<file path="config.mk">
export PLATFORM = sky130hd
export DESIGN_NAME = control_unit
export DESIGN_NICKNAME = d
export VERILOG_FILES = /design/src/rtl/cu_pkg.sv /design/src/rtl/cu_decode.sv /design/src/rtl/control_unit.sv
export SDC_FILE = /design/constraint.sdc
export NUM_CORES = 1
export LEC_CHECK = 0
export CORE_MARGIN = 1
export CORE_UTILIZATION = 38
export DETAILED_ROUTE_END_ITERATION = 7
export PLACE_DENSITY_LB_ADDON = 0.1
export SETUP_SLACK_MARGIN = 0.05
export SYNTH_ARGS = -nofsm -noshare
export SYNTH_HDL_FRONTEND = slang
export SYNTH_SLANG_ARGS = --single-unit
</file>
<file path="constraint.sdc">
create_clock -name clk -period 4.3 [get_ports clk]
set_input_delay 0.645 -clock clk [delete_from_list [all_inputs] [get_ports clk]]
set_output_delay 0.645 -clock clk [all_outputs]
set_load 0.02 [all_outputs]
</file>
<file path="src/rtl/cu_pkg.sv">
// Shared definitions for the control unit: opcode constants, the ALU add
// code used for address/immediate arithmetic, the sequencer state
// enumeration and the packed strobe vector handed from decode to the top.
package cu_pkg;

  localparam logic [4:0] OP_LD   = 5'b00000;
  localparam logic [4:0] OP_LDI  = 5'b00001;
  localparam logic [4:0] OP_ST   = 5'b00010;
  localparam logic [4:0] OP_ADD  = 5'b00011;
  localparam logic [4:0] OP_SUB  = 5'b00100;
  localparam logic [4:0] OP_AND  = 5'b00101;
  localparam logic [4:0] OP_OR   = 5'b00110;
  localparam logic [4:0] OP_ADDI = 5'b01100;
  localparam logic [4:0] OP_NOP  = 5'b11010;
  localparam logic [4:0] OP_HALT = 5'b11011;

  localparam logic [4:0] ALU_ADD = 5'b00011;

  typedef enum logic [3:0] {
    ST_RST, ST_T0, ST_T1, ST_T2, ST_T3, ST_T4, ST_T5, ST_T6, ST_T7, ST_HALT
  } state_t;

  typedef struct packed {
    logic pc_out;
    logic zlow_out;
    logic mdr_out;
    logic ba_out;
    logic c_out;
    logic mar_in;
    logic z_in;
    logic pc_in;
    logic mdr_in;
    logic ir_in;
    logic y_in;
    logic inc_pc;
    logic read;
    logic write;
    logic gra;
    logic grb;
    logic grc;
    logic r_in;
    logic r_out;
  } strobes_t;

  // Register-register ALU instructions that pass their opcode to the ALU.
  function automatic logic is_alu(input logic [4:0] opc);
    return (opc == OP_ADD) || (opc == OP_SUB) || (opc == OP_AND) || (opc == OP_OR);
  endfunction

  // Instructions that form base+displacement through BAout.
  function automatic logic is_mem_ref(input logic [4:0] opc);
    return (opc == OP_LD) || (opc == OP_LDI) || (opc == OP_ST);
  endfunction

  // Anything that continues past T3 into the execute states.
  function automatic logic has_execute(input logic [4:0] opc);
    return is_mem_ref(opc) || is_alu(opc) || (opc == OP_ADDI);
  endfunction

endpackage

</file>
<file path="src/rtl/cu_decode.sv">
// Pure combinational decode of (present state, latched opcode) into the
// DataPath strobe vector, the ALU operator and the run flag.
module cu_decode
  import cu_pkg::*;
#(
  parameter int OPC_W = 5
) (
  input  state_t           state_i,
  input  logic [OPC_W-1:0] opc_i,
  output strobes_t         strobes_o,
  output logic [OPC_W-1:0] operator_o,
  output logic             run_o
);

  logic [4:0] opc;
  assign opc = 5'(opc_i);

  // Table of strobes per state; execute states branch on instruction class.
  always_comb begin
    strobes_o  = '0;
    operator_o = '0;
    run_o      = 1'b1;
    case (state_i)
      ST_T0: begin
        strobes_o.pc_out = 1'b1;
        strobes_o.mar_in = 1'b1;
        strobes_o.inc_pc = 1'b1;
        strobes_o.z_in   = 1'b1;
      end
      ST_T1: begin
        strobes_o.zlow_out = 1'b1;
        strobes_o.pc_in    = 1'b1;
        strobes_o.read     = 1'b1;
        strobes_o.mdr_in   = 1'b1;
      end
      ST_T2: begin
        strobes_o.mdr_out = 1'b1;
        strobes_o.ir_in   = 1'b1;
      end
      ST_T3: begin
        if (is_mem_ref(opc)) begin
          strobes_o.grb    = 1'b1;
          strobes_o.ba_out = 1'b1;
          strobes_o.y_in   = 1'b1;
        end else if (is_alu(opc) || (opc == OP_ADDI)) begin
          strobes_o.grb   = 1'b1;
          strobes_o.r_out = 1'b1;
          strobes_o.y_in  = 1'b1;
        end
      end
      ST_T4: begin
        if (is_alu(opc)) begin
          strobes_o.grc   = 1'b1;
          strobes_o.r_out = 1'b1;
          strobes_o.z_in  = 1'b1;
          operator_o      = opc_i;
        end else if (is_mem_ref(opc) || (opc == OP_ADDI)) begin
          strobes_o.c_out = 1'b1;
          strobes_o.z_in  = 1'b1;
          operator_o      = OPC_W'(ALU_ADD);
        end
      end
      ST_T5: begin
        strobes_o.zlow_out = 1'b1;
        if ((opc == OP_LD) || (opc == OP_ST)) begin
          strobes_o.mar_in = 1'b1;
        end else begin
          strobes_o.gra  = 1'b1;
          strobes_o.r_in = 1'b1;
        end
      end
      ST_T6: begin
        strobes_o.mdr_in = 1'b1;
        if (opc == OP_ST) begin
          strobes_o.gra   = 1'b1;
          strobes_o.r_out = 1'b1;
        end else begin
          strobes_o.read = 1'b1;
        end
      end
      ST_T7: begin
        if (opc == OP_ST) begin
          strobes_o.write = 1'b1;
        end else begin
          strobes_o.mdr_out = 1'b1;
          strobes_o.gra     = 1'b1;
          strobes_o.r_in    = 1'b1;
        end
      end
      default: begin
        run_o = 1'b0;
      end
    endcase
  end

endmodule

</file>
<file path="src/rtl/control_unit.sv">
// Hardwired control unit sequencer: owns the state register and the opcode
// latch, and feeds them to cu_decode for the strobes.
// Optional feature macro CU_MEM_WAIT_EN adds the mem_rdy input and stretches
// T1, ld T6 and st T7 until memory signals ready.
module control_unit
  import cu_pkg::*;
#(
  parameter int OPC_W = 5,
  parameter int IR_W  = 32
) (
  input  logic             clk,
  input  logic             clear,
  input  logic [IR_W-1:0]  ir,
`ifdef CU_MEM_WAIT_EN
  input  logic             mem_rdy,
`endif
  output logic             run,
  output logic             PCout,
  output logic             Zlowout,
  output logic             MDRout,
  output logic             BAout,
  output logic             Cout,
  output logic             MARin,
  output logic             Zin,
  output logic             PCin,
  output logic             MDRin,
  output logic             IRin,
  output logic             Yin,
  output logic             IncPC,
  output logic             Read,
  output logic             Write,
  output logic             Gra,
  output logic             Grb,
  output logic             Grc,
  output logic             Rin,
  output logic             Rout,
  output logic [OPC_W-1:0] Operator
);

  state_t           state_q, state_d;
  logic [OPC_W-1:0] opc_q, opc_d;
  logic [OPC_W-1:0] ir_opc;
  logic [4:0]       opc5;
  logic             mem_hold;
  strobes_t         strobes;
  logic             unused_ir_low;

  assign ir_opc        = ir[IR_W-1 -: OPC_W];
  assign unused_ir_low = ^ir[IR_W-OPC_W-1:0];
  assign opc5          = 5'(opc_q);

`ifdef CU_MEM_WAIT_EN
  assign mem_hold = !mem_rdy &&
                    ((state_q == ST_T1) ||
                     ((state_q == ST_T6) && (opc5 == OP_LD)) ||
                     ((state_q == ST_T7) && (opc5 == OP_ST)));
`else
  assign mem_hold = 1'b0;
`endif

  // Next-state and opcode-latch logic; the opcode is captured leaving T2.
  always_comb begin
    state_d = state_q;
    opc_d   = opc_q;
    case (state_q)
      ST_RST:  state_d = ST_T0;
      ST_T0:   state_d = ST_T1;
      ST_T1:   if (!mem_hold) state_d = ST_T2;
      ST_T2: begin
        state_d = ST_T3;
        opc_d   = ir_opc;
      end
      ST_T3: begin
        if (opc5 == OP_HALT)        state_d = ST_HALT;
        else if (has_execute(opc5)) state_d = ST_T4;
        else                        state_d = ST_T0;
      end
      ST_T4:   state_d = ST_T5;
      ST_T5:   state_d = ((opc5 == OP_LD) || (opc5 == OP_ST)) ? ST_T6 : ST_T0;
      ST_T6:   if (!mem_hold) state_d = ST_T7;
      ST_T7:   if (!mem_hold) state_d = ST_T0;
      ST_HALT: state_d = ST_HALT;
      default: state_d = ST_RST;
    endcase
  end

  // State register and opcode latch with synchronous clear.
  always_ff @(posedge clk) begin
    if (clear) begin
      state_q <= ST_RST;
      opc_q   <= '0;
    end else begin
      state_q <= state_d;
      opc_q   <= opc_d;
    end
  end

  cu_decode #(
    .OPC_W (OPC_W)
  ) u_decode (
    .state_i    (state_q),
    .opc_i      (opc_q),
    .strobes_o  (strobes),
    .operator_o (Operator),
    .run_o      (run)
  );

  assign PCout   = strobes.pc_out;
  assign Zlowout = strobes.zlow_out;
  assign MDRout  = strobes.mdr_out;
  assign BAout   = strobes.ba_out;
  assign Cout    = strobes.c_out;
  assign MARin   = strobes.mar_in;
  assign Zin     = strobes.z_in;
  assign PCin    = strobes.pc_in;
  assign MDRin   = strobes.mdr_in;
  assign IRin    = strobes.ir_in;
  assign Yin     = strobes.y_in;
  assign IncPC   = strobes.inc_pc;
  assign Read    = strobes.read;
  assign Write   = strobes.write;
  assign Gra     = strobes.gra;
  assign Grb     = strobes.grb;
  assign Grc     = strobes.grc;
  assign Rin     = strobes.r_in;
  assign Rout    = strobes.r_out;

endmodule

</file>
==> metrics list <==
* Data required time of the critical path: 3.65 ns
* Total Die Area: 2540 µm²
- CP endpoint kind: output pin
- Number of global-route vias before repair: 788
- GPL Wtd Cong: 0.811
* Final critical delay including setup and external delays: 3.00 ns
* Clock tree from TritonCTS: yes
* Clock latency reported for the late side of the worst-skew pair: 0.26 ns
* Cts-stage hold buffer count: 0
* Die Y: 50.4 µm
* Worst reg2reg path endpoint: state_q[3]
* DRC violation count after routing: 0
- In this run the standard cell core region covers 2210 µm².
- Via count of the routed design: 899
- Post-layout instance count excluding filler cells: 168
- Signed area change from the synthesized netlist to the final layout: 31.2%
* Max-Cap Viols: 0
- Post-place instance area: 1140 µm²
* Post-route cell area: 1170 µm²
* DR iter-0 viols: 15
- Headroom to the max-slew limit came out at 59.1%.
- Crit Path Category: reg -> out
- Primary FF master, synth: sky130_fd_sc_hd__dfxtp_1
- Die X: 50.4 µm
- The number of different library cells used by synthesis comes to 44.
- Power spread over the standard cell area amounts to 208 nW/µm².
* Clock buffers created by TritonCTS: 3
- Number of standard-cell rows in the floorplan: 17
* Synth warnings: 0
- Inst Count DP: 164
- Using the TritonRoute via totals, the vias-per-cell ratio works out to 5.35.
* Data arrival, critical path: 2.35 ns
- Total power consumption of the routed design: 243 µW
- ANT nets after route: 0
* Synth Instances: 121
* Number of sinks driven by the clock tree: 9
- Counting flops and latches in the post-synthesis netlist gives 9.
- The most critical setup path has its startpoint at opc5[3].
* Async S/R FF share, synth: 0%
- Number of resized instances in the post-cts repair step: 0
- Detailed placement finished with a half-perimeter wire length of 1420 µm.
* R2r startpoint: state_q[2]
- Result of the run: complete, no violations
- Remaining Overflow, GRT: 0
* Final number of max-transition violations: 0
- Largest net degree at the start of global routing: 21
- After clock tree synthesis, the clock-pin slew on the worst setup and hold paths is 0.06 ns.
* Syn Std Cell Area: 891 µm²
* Unrepaired setup endpoints after global routing: false
* Root buffer selected by CTS: sky130_fd_sc_hd__clkbuf_4
* IO Port Bufs: 29
- Fraction of final layout cells with drive strength greater than 1: 5.71%
- Number of iterations in the first detailed-routing pass: 4
- Counting instances, the worst hold path has a depth of 2.
- Initial antenna violation count: 0
- Setup slack on the worst reg-to-reg path comes out at 2.57 ns.
- The path class of the tightest hold or removal check is reg -> reg.
- Post-route setup TNS: 0 ns
- In this run, synthesis inferred 0 flip-flops with an integrated enable.
- Wire length of the first global-routing pass: 3460 µm
- For hold timing, the worst endpoint is opc5[4].
- Summing the sequential cell areas from Yosys gives 20.2% of the chip area.
- Largest clock skew in the final design: 0.00247 ns
- The final count of hold timing violations was 0.
- Leak pwr: 0.450 nW
- Maximum vdd drop: 0.154 mV
- Mean instance size in the synthesized netlist: 7.36 µm²
- Sort of element at the start of the critical path: register
- Initial standard-cell utilization of the core: 40.3%
- At the pin with the least slew margin, the transition time is 0.613 ns.
- Post-route clock period utilization: 69.7%
- For this design the top-level I/O count stands at 59.
* Peak Freq: 0.334 GHz
* Hold path start: opc5[4]
* Buffer levels on the longest clock path: 2
- Total Routed Length: 1950 µm
* Total setup violations reported at the end of the flow: 0
* Worst-path maximum fanout: 13
- Global routing used 17.9% of the available tracks across all layers.
- In this run the post-CTS setup repair buffer count came out at 0.
* Per-cell routed wire length: 11.6 µm
* Final-stage net count: 175
* Diodes inserted: 0
* # H-tree levels: 1
* Worst R2R Path Depth: 3
logic make-up (layout without fill, tap and decap cells):
kind of cell | Yosys count | count (layout) | share of synthesized area [%]
xor gates and xnor gates | 3 | 3 | 2.95
and+or+nand+nor | 55 | 55 | 35.8
adders and majority gates | 1 | 1 | 1.12
other | 1 | 2 | 0.421
buffers and inverters | 20 | 38 | 11.2
DFF | 9 | 9 | 20.2
muxes | 6 | 6 | 6.74
AOI/OAI and AO/OA | 26 | 26 | 21.5
registers in the layout, summed over array words and instances (netlist names):
register,count
opc5,5
state_q,4
where the power goes:
group | internal (mW) | switching (mW)
Sequential | 0.0869 | 0.0136
Clock | 0.0357 | 0.0280
Combinational | 0.0402 | 0.0388
synthesized netlist by cell type (2+ instances only):
cell type	count	area share, %
sky130_fd_sc_hd__nor2_1	12	5.1
sky130_fd_sc_hd__dfxtp_1	9	20
sky130_fd_sc_hd__nand2_1	8	3.4
sky130_fd_sc_hd__nand2b_1	7	4.9
sky130_fd_sc_hd__a21oi_1	6	3.4
sky130_fd_sc_hd__mux2i_1	6	6.7
sky130_fd_sc_hd__buf_2	5	2.8
sky130_fd_sc_hd__buf_4	5	4.2
sky130_fd_sc_hd__clkbuf_1	5	2.1
sky130_fd_sc_hd__a21o_1	4	3.4
sky130_fd_sc_hd__inv_1	4	1.7
sky130_fd_sc_hd__nand3_1	4	2.2
sky130_fd_sc_hd__nor2b_1	3	2.1
sky130_fd_sc_hd__nor3_1	3	1.7
sky130_fd_sc_hd__o211ai_1	3	2.5
sky130_fd_sc_hd__a211oi_2	2	2.8
sky130_fd_sc_hd__and2_1	2	1.4
sky130_fd_sc_hd__nand4_1	2	1.4
sky130_fd_sc_hd__nor4b_1	2	2.0
sky130_fd_sc_hd__o21a_1	2	1.7
sky130_fd_sc_hd__o21ai_1	2	1.1
sky130_fd_sc_hd__or3_1	2	1.4
sky130_fd_sc_hd__xor2_1	2	2.0
placed cells by master, fill, tap and decap left out, types with 4 or more instances in the layout:
master / count
sky130_fd_sc_hd__nand3_1: 4
sky130_fd_sc_hd__clkdlybuf4s50_1: 29
sky130_fd_sc_hd__a21oi_1: 6
sky130_fd_sc_hd__inv_1: 4
sky130_fd_sc_hd__nand2_1: 8
sky130_fd_sc_hd__a21o_1: 4
sky130_fd_sc_hd__nor2_1: 12
sky130_fd_sc_hd__nand2b_1: 7
sky130_fd_sc_hd__dfxtp_1: 9
sky130_fd_sc_hd__mux2i_1: 6
worst max-delay path by stage:
stage	cells past startpoint	end	slack (ns)
6_report	4	Gra	1.30
5_1_grt	4	Gra	1.16
4_1_cts	4	Gra	1.29
3_5_place_dp	4	Gra	1.58
3_3_place_gp	4	Gra	1.60
2_1_floorplan	4	BAout	1.96
through the flow:
| step | setup slack (ns) | util, % | hold WS (ns) |
|---|---|---|---|
| floorplan | 1.96 | - | 0.553 |
| global placement | 1.60 | 51.6 | 0.594 |
| detailed placement | 1.58 | 51.6 | 0.601 |
| CTS | 1.29 | 52.8 | 0.614 |
| global route | 1.16 | 52.8 | 0.687 |
| finish | 1.30 | 52.8 | 0.610 |
per-layer routing:
metal	wire length [µm]	track usage, %	up-vias
met5	0	0	-
met4	25	6.48	0
met3	103	6.06	4
met2	924	29.3	23
met1	892	21.4	410
li1	-	-	462
critical path: stages, from the launching register on:
cell and delay [ns]:
sky130_fd_sc_hd__dfxtp_1 0.44, sky130_fd_sc_hd__nor4_2 0.63, sky130_fd_sc_hd__mux2i_1 0.25, sky130_fd_sc_hd__a32o_1 0.17, sky130_fd_sc_hd__clkdlybuf4s50_1 0.60
area by class of cell:
cell class	count	area (µm²)
Sequential cell	9	180
Tap cell	28	35.0
Multi-Input combinational cell	93	614
Timing Repair Buffer	30	298
Fill cell	228	1040
Inverter	4	15.0
Clock buffer	4	26.3
Note: power is estimated with default switching activity, not from simulation.
==> variant 1: new RTL, config.mk and constraints unchanged <==
Put a register stage on the output `Write`. The value now appears one clock later. The other outputs are not delayed to match.
--- a/src/rtl/control_unit.sv
+++ b/src/rtl/control_unit.sv
@@ -119,5 +119,7 @@
   assign IncPC   = strobes.inc_pc;
   assign Read    = strobes.read;
-  assign Write   = strobes.write;
+  always_ff @(posedge clk) begin
+    Write <= strobes.write;
+  end
   assign Gra     = strobes.gra;
   assign Grb     = strobes.grb;
Check against the original RTL: not equivalent (a bounded check fails within 10 cycles, from zero or initial values).
==> variant 1 against the original RTL <==
  * Sequential share of layout area is 0.93 points higher
  * Sequential cell count increased by 1
  * Sequential power is 9.9% higher
  * Area after synthesis is 4.1% higher
  * Combinational power is 21% higher
  * Design area increased by 4.8%
  * Power rose by 20%
  * Synthesized cell count shrank 0.83%
  * Core utilization grew 1.5 points
  * Worst setup slack worse by 180 ps
  * Register-to-register slack improved by 40 ps
  * Clock power rose by 33%
  * Routed wire length up 19%
  * Largest cell class unchanged
  * Largest power group unchanged
==> variant 1: results (changes against the original RTL) <==
ys_seq_area_share_pct: 21.6  # +1.4 points
yosys_warnings: 0  # unchanged
pre_cts_ws_ps: 1410  # -174 ps
routabilityCongestion: 0.768  # -5.2%
startpoint: "state_q[0]"
place_hpwl_um: 1600  # +13%
grt_use_met1_pct: 26.8  # +5.5 points
wire_per_inst_um: 13.8  # +19%
hold_ws_ps: 644  # +33.7 ps
yosysUniqueCellTypes: 45  # +2.3%
fin_ws_ps: 1120  # -185 ps
status: "complete, no violations"
grt_usage_pct: 18.5  # +0.65 points
vias_per_cell: 5.57  # +4.0%
worstPathArrival_ps: 2540  # +190 ps
syn_area_per_cell_um2: 7.73  # +4.9%
grt_pass1_vias: 783  # -0.63%
timing.rr.end: "state_q[2]"
first_iter_violations: 24  # +9
drive_gt1_share_pct: 9.29  # +3.6 points
worstMarginPinSlew_ps: 659  # +46.6 ps
rrSetupSlack_ps: 2610  # +40 ps
placed_area_um2: 1190  # +4.1%
crit_path_top_delay_cell: "dfxtp_1"
synthTopCellsByArea: "dfxtp_1 (22%), mux2i_1 (5.4%), a21oi_1 (4.9%), nand2b_1 (4.7%), nor2_1 (4.5%)"
use_met2_pct: 27.7  # -1.6 points
fin_skew_ps: 3.76  # +1.30 ps
leakagePower_nw: 0.433  # -3.7%
netlist_top_cells_count: "nor2_1 (11), dfxtp_1 (10), a21oi_1 (9)"
crit_end: "Operator[0]"
num_vias: 935  # +4.0%
max_stage_delay_ps: 650  # +20 ps
ir_drop_mv: 0.181  # +17%
==> variant 1: worst max-delay path: cells and delay by family, from the launching register on <==
kind            cells  cell delay, ps
compound gates      1             220
buf+inv             1             590
flops               1             650
simple gates        2             810
==> variant 1: logic make-up after synthesis <==
family / share of synthesized area [%]
buffers and inverters: 9.72
multiplexers: 5.40
AO/OA/AOI/OAI: 25.2
other: 0.404
AND/OR/NAND/NOR: 35.6
XOR/XNOR: 0.945
adder cells (fa/ha/maj): 1.08
flip-flops: 21.6
==> variant 1: metal layers <==
layer  vias up  wire length [um]  share of wire, %
met3         0               111               4.8
met5         -                 0                 0
met1       435              1130                49
met2        30              1070                46
met4         0                 0                 0
li1        470                 -                 -
==> variant 1: power breakdown <==
| group | internal, mW | switching [mW] | leakage (nW) | total [mW] |
|---|---|---|---|---|
| Combinational | 0.0485 | 0.0468 | 0.331 | 0.0953 |
| Sequential | 0.0965 | 0.0148 | 0.0814 | 0.111 |
| Clock | 0.0514 | 0.0333 | 0.0210 | 0.0847 |
| Total | 0.196 | 0.0949 | 0.433 | 0.291 |
==> variant 1: how the worst min path moves through the flow <==
| stage | startpoint | end | depth (start not counted) |
|---|---|---|---|
| 6_report | opc5[4] | opc5[4] | 2 |
| 5_1_grt | opc5[1] | opc5[1] | 2 |
| 4_1_cts | opc5[4] | opc5[4] | 2 |
| 3_5_place_dp | opc5[4] | opc5[4] | 2 |
| 3_3_place_gp | opc5[4] | opc5[4] | 2 |
| 2_1_floorplan | state_q[0] | state_q[1] | 2 |
==> variant 1: cell type report <==
| type | count | area (um2) |
|---|---|---|
| inverters | 4 | 15.0 |
| well taps | 28 | 35.0 |
| flip-flops and latches | 10 | 200 |
| repair buffers | 30 | 298 |
| multi-input cells | 92 | 641 |
| fillers | 231 | 1030 |
| clock buffers | 4 | 36.3 |
==> variant 2: new RTL, same settings <==
Made on the original files. The option `CU_MEM_WAIT_EN` is turned on by a define.
--- a/src/rtl/control_unit.sv
+++ b/src/rtl/control_unit.sv
@@ -3,4 +3,6 @@
 // Optional feature macro CU_MEM_WAIT_EN adds the mem_rdy input and stretches
 // T1, ld T6 and st T7 until memory signals ready.
+`define CU_MEM_WAIT_EN
+
 module control_unit
   import cu_pkg::*;
Ports: changed (added mem_rdy); port bits go from 59 to 60. The function was not compared with the original's and may differ.
==> variant 2 against the original RTL <==
  * Routed wire length grew 13%
  * Register-to-register slack lost 240 ps
  * Sequential cell count is the same
  * Worst setup slack lost 170 ps
  * Design area grew 2.6%
  * Area after synthesis grew 2.5%
  * Die area grew 2.4%
  * Clock skew grew 2.6 ps
  * Power grew 26%
==> variant 2: results (changes against the original RTL) <==
final_nets: 181  # +3.4%
synthTopCellsByArea: "dfxtp_1 (20%), mux2i_1 (6.6%), nor2_1 (6.6%), buf_4 (3.3%), inv_1 (2.9%)"
worstMarginPinSlew_ps: 640  # +27.1 ps
grt_max_degree: 17  # -19%
use_met3_pct: 1.79  # -4.3 points
timing.rr.end: "state_q[1]"
max_stage_delay_ps: 700  # +70 ps
inverters: 7  # +3
multi_input_area_um2: 631  # +2.6%
post_cts_buffers: 0  # unchanged
worst-path-max-fanout: 16  # +3
vias_per_cell: 5.51  # +2.9%
crit_end: "Rout"
first_iter_violations: 24  # +9
switchingPower_mw: 0.116  # +45%
status: "complete, no violations"
use_met2_pct: 29.2  # -0.17 points
fin_skew_ps: 5.10  # +2.63 ps
grt_pass1_vias: 810  # +2.8%
netlist_top_cells_count: "nor2_1 (16), dfxtp_1 (9), inv_1 (7), nand2_1 (7), mux2i_1 (6)"
grt_use_met1_pct: 26.0  # +4.6 points
fin_ws_ps: 1140  # -166 ps
m1WireLength_um: 1130  # +26%
ys_seq_area_share_pct: 19.7  # -0.50 points
place_hpwl_um: 1590  # +12%
worstPathArrival_ps: 2520  # +170 ps
wire_per_inst_um: 12.8  # +10%
muxShareOfSynthArea_pct: 6.58  # -0.17 points
crit_path_top_delay_cell: "dfxtp_1"
grt_usage_pct: 18.8  # +0.95 points
ir_drop_mv: 0.161  # +4.2%
routabilityCongestion: 0.792  # -2.3%
drive_gt1_share_pct: 7.59  # +1.9 points
comb.multi_input.count: 95  # +2.2%
rrSetupSlack_ps: 2330  # -240 ps
buffer_area_share_pct: 25.1  # -0.43 points
clkCellAreaFrac_pct: 2.19  # -0.056 points
pre_cts_ws_ps: 1440  # -143 ps
startpoint: "state_q[2]"
synth_fa_ha_area_share_pct: 1.10  # -0.028 points
cts_buffers: 3  # unchanged
synth_compound_gate_area_share_pct: 23.7  # +2.2 points
-- variant 2: power by group through the flow --
| stage | registers (mW) | logic, mW | clock network [mW] |
|---|---|---|---|
| after floorplan | 0.0962 | 0.102 | 0 |
| after global placement | 0.111 | 0.132 | 0 |
| after detailed placement | 0.111 | 0.133 | 0 |
| after CTS | 0.109 | 0.135 | 0.0658 |
| after global routing | 0.113 | 0.145 | 0.0722 |
| final | 0.110 | 0.134 | 0.0634 |
-- variant 2: stage by stage --
step / utilization, % / hold slack [ps] / instances / power, mW / area (um2)
after floorplan: - / 531 / 125 / 0.198 / 917
after global placement: 52.5 / 570 / 169 / 0.243 / 1170
after detailed placement: 52.5 / 574 / 169 / 0.244 / 1170
after CTS: 53.7 / 586 / 173 / 0.310 / 1200
after global routing: 53.7 / 634 / 173 / 0.330 / 1200
final: 53.7 / 585 / 173 / 0.307 / 1200
